<file path="src/rtl/viterbi_pkg.sv">
// Shared Viterbi decoder definitions: trellis geometry, traceback FSM states
// and the predecessor-state rule used by both path-metric and traceback stages.
package viterbi_pkg;

    localparam int NSTATES = 8;
    localparam int STATE_W = 3;
    localparam int DEPTH   = 64;
    localparam int ADDR_W  = 6;

    typedef enum logic [1:0] {
        IDLE,
        RD,
        CAP,
        OUT
    } tb_state_e;

    // Next state is {n[1:0], u}, so the survivor bit s re-inserts the dropped MSB.
    function automatic logic [STATE_W-1:0] pred_state(input logic [STATE_W-1:0] n,
                                                       input logic s);
        return {s, n[STATE_W-1:1]};
    endfunction

endpackage

</file>
<file path="src/rtl/tb_bit_buffer.sv">
// DEPTH x 1 decoded-bit register file: one synchronous write port and one
// combinational read port.
module tb_bit_buffer #(
    parameter int DEPTH  = 64,
    parameter int ADDR_W = 6
) (
    input  logic              clk,
    input  logic              rst,
    input  logic              wr_en_i,
    input  logic [ADDR_W-1:0] wr_idx_i,
    input  logic              wr_data_i,
    input  logic [ADDR_W-1:0] rd_idx_i,
    output logic              rd_data_o
);

    logic [DEPTH-1:0] bits_q;

    always_ff @(posedge clk or posedge rst) begin
        if (rst) begin
            bits_q <= '0;
        end else if (wr_en_i) begin
            bits_q[wr_idx_i] <= wr_data_i;
        end
    end

    assign rd_data_o = bits_q[rd_idx_i];

endmodule

</file>
<file path="src/rtl/traceback_unit.sv">
// Viterbi survivor-memory traceback: walks DEPTH steps back from start_state and
// streams the decoded frame over valid/ready. Macro TB_FWD_ORDER_EN selects forward output order.
import viterbi_pkg::*;

module traceback_unit #(
    parameter int DEPTH   = viterbi_pkg::DEPTH,
    parameter int ADDR_W  = viterbi_pkg::ADDR_W,
    parameter int NSTATES = viterbi_pkg::NSTATES
) (
    input  logic               clk,
    input  logic               rst,
    input  logic               start,
    input  logic [STATE_W-1:0] start_state,
    output logic               mem_rd_en,
    output logic [ADDR_W-1:0]  mem_addr,
    input  logic [NSTATES-1:0] mem_data,
    output logic               out_valid,
    output logic               out_bit,
    output logic               out_last,
    input  logic               out_ready,
    output logic               busy
);

    tb_state_e          state_q, state_d;
    logic [ADDR_W-1:0]  ptr_q, ptr_d;
    logic [ADDR_W-1:0]  addr_q, addr_d;
    logic [ADDR_W-1:0]  rd_idx_q, rd_idx_d;
    logic [ADDR_W:0]    cnt_q, cnt_d;
    logic [STATE_W-1:0] cur_q, cur_d;
    logic               buf_we;
    logic               buf_bit;

    always_ff @(posedge clk or posedge rst) begin
        if (rst) begin
            state_q  <= IDLE;
            ptr_q    <= '0;
            addr_q   <= '0;
            rd_idx_q <= '0;
            cnt_q    <= '0;
            cur_q    <= '0;
        end else begin
            state_q  <= state_d;
            ptr_q    <= ptr_d;
            addr_q   <= addr_d;
            rd_idx_q <= rd_idx_d;
            cnt_q    <= cnt_d;
            cur_q    <= cur_d;
        end
    end

    always_comb begin
        state_d   = state_q;
        ptr_d     = ptr_q;
        addr_d    = addr_q;
        rd_idx_d  = rd_idx_q;
        cnt_d     = cnt_q;
        cur_d     = cur_q;
        buf_we    = 1'b0;
        mem_rd_en = 1'b0;
        out_valid = 1'b0;
        unique case (state_q)
            IDLE: begin
                if (start) begin
                    cur_d   = start_state;
                    ptr_d   = ADDR_W'(DEPTH - 1);
                    state_d = RD;
                end
            end
            RD: begin
                mem_rd_en = 1'b1;
                addr_d    = ptr_q;
                state_d   = CAP;
            end
            CAP: begin
                // Survivor vector for ptr_q arrives this cycle.
                buf_we = 1'b1;
                cur_d  = pred_state(cur_q, mem_data[cur_q]);
                if (ptr_q == '0) begin
                    cnt_d   = '0;
`ifdef TB_FWD_ORDER_EN
                    rd_idx_d = '0;
`else
                    rd_idx_d = ADDR_W'(DEPTH - 1);
`endif
                    state_d = OUT;
                end else begin
                    ptr_d   = ptr_q - ADDR_W'(1);
                    state_d = RD;
                end
            end
            OUT: begin
                out_valid = 1'b1;
                if (out_ready) begin
`ifdef TB_FWD_ORDER_EN
                    rd_idx_d = rd_idx_q + ADDR_W'(1);
`else
                    rd_idx_d = rd_idx_q - ADDR_W'(1);
`endif
                    if (cnt_q == (ADDR_W+1)'(DEPTH - 1)) begin
                        cnt_d   = '0;
                        state_d = IDLE;
                    end else begin
                        cnt_d = cnt_q + (ADDR_W+1)'(1);
                    end
                end
            end
            default: state_d = IDLE;
        endcase
    end

    // Address is live during RD and held afterwards.
    assign mem_addr = mem_rd_en ? ptr_q : addr_q;
    assign out_bit  = out_valid & buf_bit;
    assign out_last = out_valid && (cnt_q == (ADDR_W+1)'(DEPTH - 1));
    assign busy     = (state_q != IDLE);

    tb_bit_buffer #(
        .DEPTH  (DEPTH),
        .ADDR_W (ADDR_W)
    ) u_buf (
        .clk       (clk),
        .rst       (rst),
        .wr_en_i   (buf_we),
        .wr_idx_i  (ptr_q),
        .wr_data_i (cur_q[0]),
        .rd_idx_i  (rd_idx_q),
        .rd_data_o (buf_bit)
    );

endmodule

</file>
<file path="config.mk">
export PLATFORM = sky130hd
export DESIGN_NAME = traceback_unit
export DESIGN_NICKNAME = d
export VERILOG_FILES = /design/src/rtl/viterbi_pkg.sv /design/src/rtl/tb_bit_buffer.sv /design/src/rtl/traceback_unit.sv
export SDC_FILE = /design/constraint.sdc
export NUM_CORES = 1
export LEC_CHECK = 0
export ABC_AREA = 1
export CELL_PAD_IN_SITES_DETAIL_PLACEMENT = 0
export CELL_PAD_IN_SITES_GLOBAL_PLACEMENT = 1
export CORE_UTILIZATION = 30
export DETAILED_ROUTE_END_ITERATION = 10
export PLACE_DENSITY = 0.68
export SLEW_MARGIN = 10
export SYNTH_ARGS = -nofsm -noshare
export SYNTH_HDL_FRONTEND = slang
export SYNTH_SLANG_ARGS = --single-unit
export TNS_END_PERCENT = 1
</file>
<file path="constraint.sdc">
create_clock -name clk -period 10.4 [get_ports clk]
set_input_delay 2.6 -clock clk [delete_from_list [all_inputs] [get_ports clk]]
set_output_delay 2.6 -clock clk [all_outputs]
set_load 0.01 [all_outputs]
</file>
* Word level (Yosys, flattened, before mapping)
Cells that the tools add are included.
Cells by class: reduce and logical (&&, ||, !) cells 11, eq/ne operators 9, bitwise gates (word level) 1, $lt $le $gt $ge 4, multiplexer cells 28, add/subtract/negate cells 3
Operators with widths (number):
- bitwise mux 64 bit | 1
- 2-to-1 mux 6 bit | 5
- one-hot mux 6 bit (2 select lines) | 2
- 2-to-1 mux 7 bit | 3
- less-than comparator 6 x 7 -> 1 bit (second input constant) | 2
- one-hot mux 7 bit (2 select lines) | 1
- subtractor 6 x 1 -> 6 bit (second input constant) | 2
- != test 2 bit (second input constant) | 5
- AND reduction 3 bit | 3
- 2-to-1 mux 2 bit | 4
- one-hot mux 2 bit (4 select lines) | 1
- adder 7 x 1 -> 7 bit (second input constant) | 1
- equality test 7 x 6 -> 1 bit (second input constant) | 1
- binary-select mux 1 bit (select 6 bit) | 1
- demux 1 bit (select 6 bit) | 1
- >= comparator 6 x 1 -> 1 bit (second input constant) | 1
- zero test 6 bit | 1
- 2-to-1 mux 1 bit | 6
- one-hot mux 3 bit (2 select lines) | 1
- nonzero test 2 bit | 3
- equality test 2 bit (second input constant) | 2
- less-than comparator 3 x 4 -> 1 bit (second input constant) | 1
- binary-select mux 1 bit (select 3 bit) | 1
- 2-to-1 mux 3 bit | 1
- 5 further kinds | 6
Word-level totals: input port bits 15, bits in registers 94

* Logic depth before layout (Yosys ltp)
depth after elaboration 5, gate-level depth with buffers 12

* Hierarchy
From an unflattened synthesis, not the netlist that was laid out.
Second synthesis, totals: cells, all modules 634, area total of the unflattened synthesis 4959.8 um2
By module, submodules not included:
- tb_bit_buffer | times used 1, area each 3321.9 um2, cells an instance 423
- traceback_unit | times used 1, area each 1637.8 um2, cells an instance 211

* Least setup slack after synthesis
No wires, ideal clock.
kind register to output, start point reg state_q[0], end point out mem_addr[0], cell stages (with the launch flop) 6, slack 6.442 ns, data required time 7.800 ns, path buffers 1, arrival time 1.358 ns, path through dfrtp_1 inv_1 nor2_1 inv_1 clkbuf_1 o21ai_0
On the way: longest elaborated chain between the ends 3
RTL lines:
- from (decl) | RTL line traceback_unit.sv:24 | tb_state_e state_q, state_d;
- from (signal assigned) | RTL line traceback_unit.sv:42 | state_q <= state_d;
- equality test 2 x 1 -> 1 bit | RTL line traceback_unit.sv:61 | unique case (state_q)
- 2-to-1 mux 1 bit | RTL line traceback_unit.sv:61
- via mem_rd_en | RTL line traceback_unit.sv:14 | output logic mem_rd_en,
- 2-to-1 mux 6 bit | RTL line traceback_unit.sv:112 | assign mem_addr = mem_rd_en ? ptr_q : addr_q;
- to (decl) | RTL line traceback_unit.sv:15 | output logic [ADDR_W-1:0] mem_addr,
The timed path passes the listed nets, and every way through them passes these cells.

* Final worst setup path
start point reg rd_idx_q[0], end point out out_bit
On the way: longest elaborated chain between the ends 3
RTL lines:
- from (decl) | RTL line traceback_unit.sv:27 | logic [ADDR_W-1:0] rd_idx_q, rd_idx_d;
- from (signal assigned) | RTL line traceback_unit.sv:45 | rd_idx_q <= rd_idx_d;
- binary-select mux 1 bit (select 6 bit) | RTL line tb_bit_buffer.sv:26 | assign rd_data_o = bits_q[rd_idx_i];
- 2-to-1 mux 1 bit (implied by the code) | RTL line tb_bit_buffer.sv:26
- bitwise AND 1 bit | RTL line traceback_unit.sv:113 | assign out_bit = out_valid & buf_bit;
- to (decl) | RTL line traceback_unit.sv:18 | output logic out_bit,
No other way between the ends. The select of a mux whose other input is x is not followed.

==> impl_metrics.ini <==
[power_and_ir_drop]
p_sw_mw = 0.631
power_density_nw_per_um2 = 278
sw_frac_of_total = 0.412
p_leak_nw = 2.42
clockPowerShare = 0.235
p_int_mw = 0.900
ir_worst_vdd_mv = 0.127
p_comb_frac = 0.374
sequentialPowerShare = 0.390

[global_routing]
grt_use_total = 0.172
overflow = 0
grt_pass1_wl_um = 21700
grt_max_degree = 70
antenna_found_initial = 0
grt_pass1_vias = 3976

[timing]
finalMaxSlewViolations = 0
worst_slew_pin_slew_ns = 1.17
hold_viol = 0
skew_ns = 0.00477
finalCritPeriodShare = 0.546
tns_ns = 0
fmax_mhz = 176
relSlewSlack = 0.218
setup_viol = 0
rsz0062_at_grt = false
period_needed_ns = 5.68

[place]
place_area_um2 = 5180
gp_congestion = 0.800
hpwl_um = 8620
numPortBuffers = 25

[routing]
drt_iter0_markers = 285
ant_nets = 0
vias = 4166
first_pass_iters = 5
drt-vias-per-instance = 5.08
wl_um = 13200
drc = 0
wl_per_cell_um = 16.1

[logic_synthesis]
syn-num-nets = 616
ys_async_sr_fraction = 1.00
synth_edf_count = 0
synth_cell_types = 28
avgSynthCellArea_um2 = 8.05
yosys_register_bits = 94
yosysWarnings = 0
synth_ff_type = dfrtp_1
synthesis.area_um2 = 4810
yosysSeqAreaShare = 0.489
synthCells = 597

[finish]
final_cell_mix = nand2_1, dfrtp_1, a21oi_1, a31oi_1
fin_area_um2 = 5500
drive_gt1_frac = 0.0739
final_nets = 623
antenna_cells = 0
syn2layout_area_growth_pct = 14.5
layout_commonest_cell = nand2_1
nFillCells = 1641

[clock_tree]
postCtsHoldBufs = 0
cts.path.max_buffers = 2
clk_pin_slew_ns = 0.06
cts_max_level = 3
cts_tree = yes
cts.sinks = 94
post_cts_buffers = 0
ctsRootBufferMaster = clkbuf_16
cts_buffers = 9
ctsResizeCount = 0
clk_latency_ns = 0.35

[worst_setup_path]
arrival_ns = 3.08
r2r_slack_ns = 8.08
crit_path_frequent_cell = nand3_1
cp_slowest_stage_delay_ns = 0.62
path_max_fanout = 35
path_class = flop to output pin
crit_required_ns = 7.80
crit_path_end_kind = output pin
worst_path_max_delay_cell = dfrtp_1
start_kind = flop
path_cells = buf_4, inv_2, nand2_1, nand3_1, nand3_1, nand3_1, nand3_1, nand2_1, nor2_1, nor2_1, clkdlybuf4s50_1

[floorplanning]
start_util = 0.312
die_h_um = 129
die_w_um = 129
core_area_um2 = 15400
ios = 26
design.die.area_um2 = 16500
rows = 45

[hold_path]
hp-class = flop to flop

[status]
outcome = complete, no violations

[run]
cap_viol_max_count = 0
==> stage by stage <==
step / instances / total power [mW] / setup WS (ns) / util / hold slack (ns)
2_1_floorplan: 597 / 0.986 / 5.35 / - / 0.453
3_3_place_gp: 804 / 1.17 / 5.08 / 0.336 / 0.477
3_5_place_dp: 804 / 1.18 / 5.07 / 0.336 / 0.479
4_1_cts: 820 / 1.54 / 4.68 / 0.357 / 0.501
5_1_grt: 820 / 1.65 / 4.47 / 0.357 / 0.532
6_report: 820 / 1.53 / 4.72 / 0.357 / 0.497
==> path summary, 6_finish.rpt <==
check,from,to,cells after the start
max,rd_idx_q[0]$_DFFE_PP0P_,out_bit,11
max reg2reg,state_q[1]$_DFFE_PP0P_,u_buf.bits_q[26]$_DFFE_PP0P_,7
max in group asynchronous,rst,u_buf.bits_q[30]$_DFFE_PP0P_,3
min reg2reg,addr_q[0]$_DFFE_PP0P_,addr_q[0]$_DFFE_PP0P_,2
min,addr_q[0]$_DFFE_PP0P_,addr_q[0]$_DFFE_PP0P_,2
min in group asynchronous,rst,u_buf.bits_q[50]$_DFFE_PP0P_,2
==> metal layers <==
metal,share of wire,GRT usage
met5,0,0
met4,0.0096,0.0450
met3,0.033,0.0366
met2,0.46,0.267
met1,0.50,0.242
==> area by class of cell <==
class / count / area, um^2 / share of cell area
multi-input combinational: 430 / 2140 / 0.389
timing repair buffer: 28 / 273 / 0.0496
clock inverter: 3 / 67.6 / 0.0123
tap: 211 / 264 / 0.0480
clock buffer: 13 / 250 / 0.0455
inverter: 41 / 156 / 0.0284
sequential: 94 / 2350 / 0.427
==> flip-flops by register name (all words and copies together) (netlist names) <==
signal / flops
addr_q: 6
state_q: 2
cur_q: 3
ptr_q: 6
cnt_q: 7
rd_idx_q: 6
u_buf.bits_q: 64
==> worst max-delay path, delay by kind of cell, from the launching register on <==
kind	cells	cell delay, ns
buffers and inverters	3	1.32
AND/OR/NAND/NOR	8	0.77
flip-flops	1	0.62
==> power by group through the flow <==
| stage | Combinational, mW | Clock (mW) | Sequential [mW] |
|---|---|---|---|
| after floorplan | 0.436 | 0 | 0.550 |
| after global placement | 0.568 | 0 | 0.602 |
| after detailed placement | 0.575 | 0 | 0.603 |
| after CTS | 0.578 | 0.368 | 0.597 |
| after global routing | 0.650 | 0.381 | 0.615 |
| final | 0.573 | 0.361 | 0.597 |
==> cell families (layout without fill, tap and decap cells) <==
family,count (synthesis),in the layout,synth area share
AO/OA/AOI/OAI,164,164,0.185
adder cells (fa/ha/maj),4,4,0.0104
buffers and inverters,73,85,0.0664
flip-flops,94,94,0.489
AND/OR/NAND/NOR,262,262,0.249
==> cells in the mapped netlist, types with 2 or more instances <==
master / number / area (um^2)
a31oi_1: 48 / 300
ha_1: 4 / 50.1
nor3_4: 2 / 32.5
clkbuf_1: 13 / 48.8
nand2_1: 151 / 567
buf_4: 6 / 45.0
o21ai_1: 6 / 30.0
nor2_2: 4 / 25.0
inv_1: 33 / 124
nor2_1: 41 / 154
o21ai_0: 32 / 160
a21oi_1: 73 / 365
nand3_1: 41 / 205
nor2_8: 2 / 40.0
nor2_4: 4 / 45.0
dfrtp_1: 94 / 2350
nor3_1: 7 / 35.0
buf_2: 12 / 60.1
nor3_2: 4 / 40.0
o22ai_1: 3 / 18.8
nand4_1: 3 / 18.8
nand2_4: 2 / 22.5
inv_2: 7 / 26.3
Power figures use the tool's default switching activity.
==> patch 1: new RTL, same flow settings <==
`NSTATES`: 8 -> 4.
--- a/src/rtl/viterbi_pkg.sv
+++ b/src/rtl/viterbi_pkg.sv
@@ -4,3 +4,3 @@
 
-    localparam int NSTATES = 8;
+    localparam int NSTATES = 4;
     localparam int STATE_W = 3;
Ports: changed (resized mem_data); port bits go from 26 to 22. No check against the original RTL was run, so the function may have changed too.
==> patch 1 against the original RTL <==
Via count is 1.4% lower. Utilization down 0.78 points. Design area increased by 1.5%. Clock skew up 4.5 ps. Critical path depth grew 1. Worst setup slack lost 240 ps. Sequential share of layout area decreased by 0.61 points. Area after synthesis rose by 3.3%. Total power is 8.4% higher. Sequential cell count did not move. Routed wire length decreased by 4.2%. Clock power decreased by 15%. Largest cell class unchanged. Sequential power rose by 3%. Largest power group is now combinational logic. Global-route usage fell by 0.86 points.
==> patch 1: results (changes against the original RTL) <==
largest net degree at the start of global routing=67 (was 70); vias in the first global route=3,910 (was 3,976); layout cells sized above 1=7.58% (was 7.39%); Pleak=2.52 nW (was 2.42 nW); Netlist cell types=38 (was 28); All-Layer GR Usage=16.3% (was 17.2%); Layout Skew=9.30 ps (was 4.77 ps); reg2reg setup slack=7900 ps (was 8080 ps); Compound-Gate Fraction of Synth Area=16.9% (was 18.5%); I/O Buffers=21 (was 25); Placed Cells=833 (was 804); status=completed (unchanged); Final Core Density=34.9% (was 35.7%); peak supply drop=0.174 mV (was 0.127 mV); WP data arrival=3320 ps (was 3080 ps); top cells by area, synth=dfrtp_1 (47%), nand2_1 (11%), a31oi_1 (5.9%), a21oi_1 (5.5%), nand3_1 (5.3%) (was dfrtp_1 (49%), nand2_1 (12%), a21oi_1 (7.6%), a31oi_1 (6.2%), nand3_1 (4.3%)); xor/xnor share of the synthesized area=0.529% (was 0%); Synth Area per Inst=7.93 um^2 (was 8.05 um^2); register area share after synthesis=47.4% (was 48.9%); R2R Path End=rd_idx_q[4]$_DFFE_PP0P_ (was u_buf.bits_q[26]$_DFFE_PP0P_); DP HPWL=8420 um (was 8620 um); post-synthesis adder-cell area fraction=1.01% (was 1.04%); hold_sp=u_buf.bits_q[22]$_DFFE_PP0P_ (was addr_q[0]$_DFFE_PP0P_); Crit path largest cell delay=830 ps (was 620 ps); crit-path max FO=37 (was 35); first-pass GRT wire length=21,100 um (was 21,700 um); DRT Pass-1 Iters=4 (was 5); drt total wl=12,600 um (was 13,200 um); drt first-iter violations=319 (was 285)
[patch 1: cell count changes after synthesis, sizes merged, moves of 2 or more]
cell,before,now
o21ai,38,40
o22ai,3,1
nand2,153,146
nor2,51,54
nand3,42,54
nor3,13,11
xor2,0,2
o211ai,1,3
a21oi,73,56
buf,19,22
inv,40,67
[patch 1: through the flow]
step	setup WS (ps)	total power, mW	hold slack (ps)
5_1_grt	4040	1.81	520
3_3_place_gp	4880	1.35	461
2_1_floorplan	5350	1.15	444
3_5_place_dp	4840	1.36	473
4_1_cts	4440	1.68	489
6_report	4480	1.66	485
[patch 1: worst min path at each step]
stage                                              end  slack, ps  cells after the start
after floorplan                   cur_q[2]$_DFFE_PP0P_        440                      2
after global placement            cur_q[2]$_DFFE_PP0P_        460                      2
after detailed placement  u_buf.bits_q[22]$_DFFE_PP0P_        470                      2
after CTS                 u_buf.bits_q[22]$_DFFE_PP0P_        490                      2
after global routing      u_buf.bits_q[38]$_DFFE_PP0P_        520                      2
final                     u_buf.bits_q[22]$_DFFE_PP0P_        490                      2
[patch 1: final cells by class]
class                           count  area share (%)
Timing Repair Buffer               27            4.57
Clock inverter                      4           0.403
Multi-Input combinational cell    427            38.9
Tap cell                          216            4.84
Clock buffer                       12            4.42
Inverter                           69            4.73
Sequential cell                    94            42.1
[patch 1: worst reg2reg max path: cells and delay by family (launching register included)]
family,cells,cell delay (ps)
buffers and inverters,3,1260
adders and majority gates,1,580
DFF,1,330
and+or+nand+nor,3,200
[patch 1: logic make-up (layout without fill, tap and decap cells)]
| logic type | Yosys count | after routing |
|---|---|---|
| compound gates | 150 | 150 |
| xor+xnor | 3 | 3 |
| fa+ha+maj | 4 | 4 |
| buf+inv | 105 | 112 |
| flops | 94 | 94 |
| simple gates | 270 | 270 |
[patch 1: layer usage]
metal  track usage, %  up-vias  part of all wire (%)
met3             2.57       14                   2.7
met4             6.09        0                   1.6
met2             24.6       60                    45
met1             23.5     1949                    51
met5                0        -                     0
li1                 -     2084                     -
[patch 1: power breakdown]
part	switching (mW)	internal, mW	total [mW]
clock	0.138	0.168	0.306
combinational	0.484	0.253	0.737
sequential	0.114	0.503	0.616
==> patch 2: new RTL, config.mk and constraints unchanged <==
Without the edit above. The 4 states of `tb_state_e` get a Gray code encoding in 2 bits.
--- a/src/rtl/viterbi_pkg.sv
+++ b/src/rtl/viterbi_pkg.sv
@@ -10,6 +10,6 @@
     typedef enum logic [1:0] {
-        IDLE,
-        RD,
-        CAP,
-        OUT
+        IDLE = 2'b00,
+        RD   = 2'b01,
+        CAP  = 2'b11,
+        OUT  = 2'b10
     } tb_state_e;
Formal check against the unedited RTL: same outputs for any inputs over 10 cycles, from zero or initial values and one cycle with rst high; not proved beyond that.
==> patch 2 against the original RTL <==
Via count rose by 1.4%. Routed wire length fell by 1.0%. Synthesized cell count rose by 5.0%. Critical endpoint unchanged. Register-to-register slack improved by 290 ps. Die area rose by 3.0%. Highest routed layer unchanged. Area after synthesis rose by 3.0%. Global-route usage fell by 0.36 points. Worst setup slack improved by 330 ps. Design area rose by 2.0%. Critical path depth rose by 2. Count of clock-buffer cells in the layout did not move. Sequential cell count did not move.
Power is not compared: it rests on default switching activity, and its combinational part moved more than twofold at a synthesized area within 25%.
==> patch 2: results (changes against the original RTL) <==
WP data arrival=2740 ps (was 3080 ps); Non-CTS buffers=29 (was 28); drt first-iter violations=230 (was 285); Inverters=73 (was 41); share of cell area taken by multi-input logic gates=38.4% (was 38.9%); Final Wtd Congestion=0.783 (was 0.800); register area share after synthesis=47.5% (was 48.9%); met2 Usage GRT=27.2% (was 26.7%); Placed Cells=838 (was 804); Synth top cells by count=nand2_1 (138), dfrtp_1 (94), a21oi_1 (61) (was nand2_1 (151), dfrtp_1 (94), a21oi_1 (73)); Hold Slack=498 ps (was 497 ps); All-Layer GR Usage=16.8% (was 17.2%); worst rel slew slack=25.0% (was 21.8%); met2 wire length=5900 um (was 6040 um); Layout Nets=651 (was 623); Non-Filler Instances=854 (was 820); status=completed (unchanged); fill count=1,737 (was 1,641); first-pass GRT wire length=21,800 um (was 21,700 um); top cells by area, synth=dfrtp_1 (48%), nand2_1 (10%), a31oi_1 (6.6%), a21oi_1 (6.2%), nand3_1 (5.7%) (was dfrtp_1 (49%), nand2_1 (12%), a21oi_1 (7.6%), a31oi_1 (6.2%), nand3_1 (4.3%)); Seq area share=41.9% (was 42.7%); Met1 Routed Length=6480 um (was 6600 um); non-clock buffer area fraction after layout=4.99% (was 4.96%); placed instance area=5340 um^2 (was 5180 um^2); Clock-cell share=4.97% (was 5.78%); layout cells sized above 1=9.87% (was 7.39%); Netlist cell types=37 (was 28); Syn Inst Count=627 (was 597); met3 Use GR=3.38% (was 3.66%); vias=4,223 (was 4,166); routed length on met3=522 um (was 432 um); Avg WL per Cell=15.3 um (was 16.1 um); multi-input gates=426 (was 430); Crit path largest cell delay=550 ps (was 620 ps); GR Util met1=22.9% (was 24.2%)
==> patch 2: cell types whose count changed after synthesis, moves of 5 or more <==
cell     change
a21oi_1     -12
inv_1       +21
inv_2       +10
nand2_1     -13
nand3_1     +15
o21ai_0     -10
o21ai_1      +5
==> patch 2: cells by family (layout without fill, tap and decap cells) <==
| kind of cell | count (synthesis) | in the layout | synth area share [%] |
|---|---|---|---|
| AND/OR/NAND/NOR | 267 | 267 | 25.1 |
| buffers and inverters | 107 | 118 | 9.05 |
| adder cells (fa/ha/maj) | 3 | 3 | 0.758 |
| flip-flops | 94 | 94 | 47.5 |
| AO/OA/AOI/OAI | 156 | 156 | 17.6 |
==> patch 2: path summary, 6_finish.rpt <==
kind	to	slack, ps	depth (start not counted)	start
max in group asynchronous	u_buf.bits_q[31]$_DFFE_PP0P_	6640	3	rst
min reg2reg	addr_q[4]$_DFFE_PP0P_	500	2	addr_q[4]$_DFFE_PP0P_
min	addr_q[4]$_DFFE_PP0P_	500	2	addr_q[4]$_DFFE_PP0P_
max	out_bit	5060	13	rd_idx_q[0]$_DFFE_PP0P_
min in group asynchronous	ptr_q[0]$_DFFE_PP0P_	2650	2	rst
max reg2reg	u_buf.bits_q[25]$_DFFE_PP0P_	8370	4	ptr_q[3]$_DFFE_PP0P_
==> patch 2: power groups by stage <==
| stage | registers, mW | clock network [mW] | logic [mW] |
|---|---|---|---|
| 6_report | 0.451 | 0.316 | 0.270 |
| 2_1_floorplan | 0.426 | 0 | 0.222 |
| 3_5_place_dp | 0.458 | 0 | 0.272 |
| 5_1_grt | 0.458 | 0.337 | 0.308 |
| 4_1_cts | 0.451 | 0.326 | 0.273 |
| 3_3_place_gp | 0.457 | 0 | 0.271 |
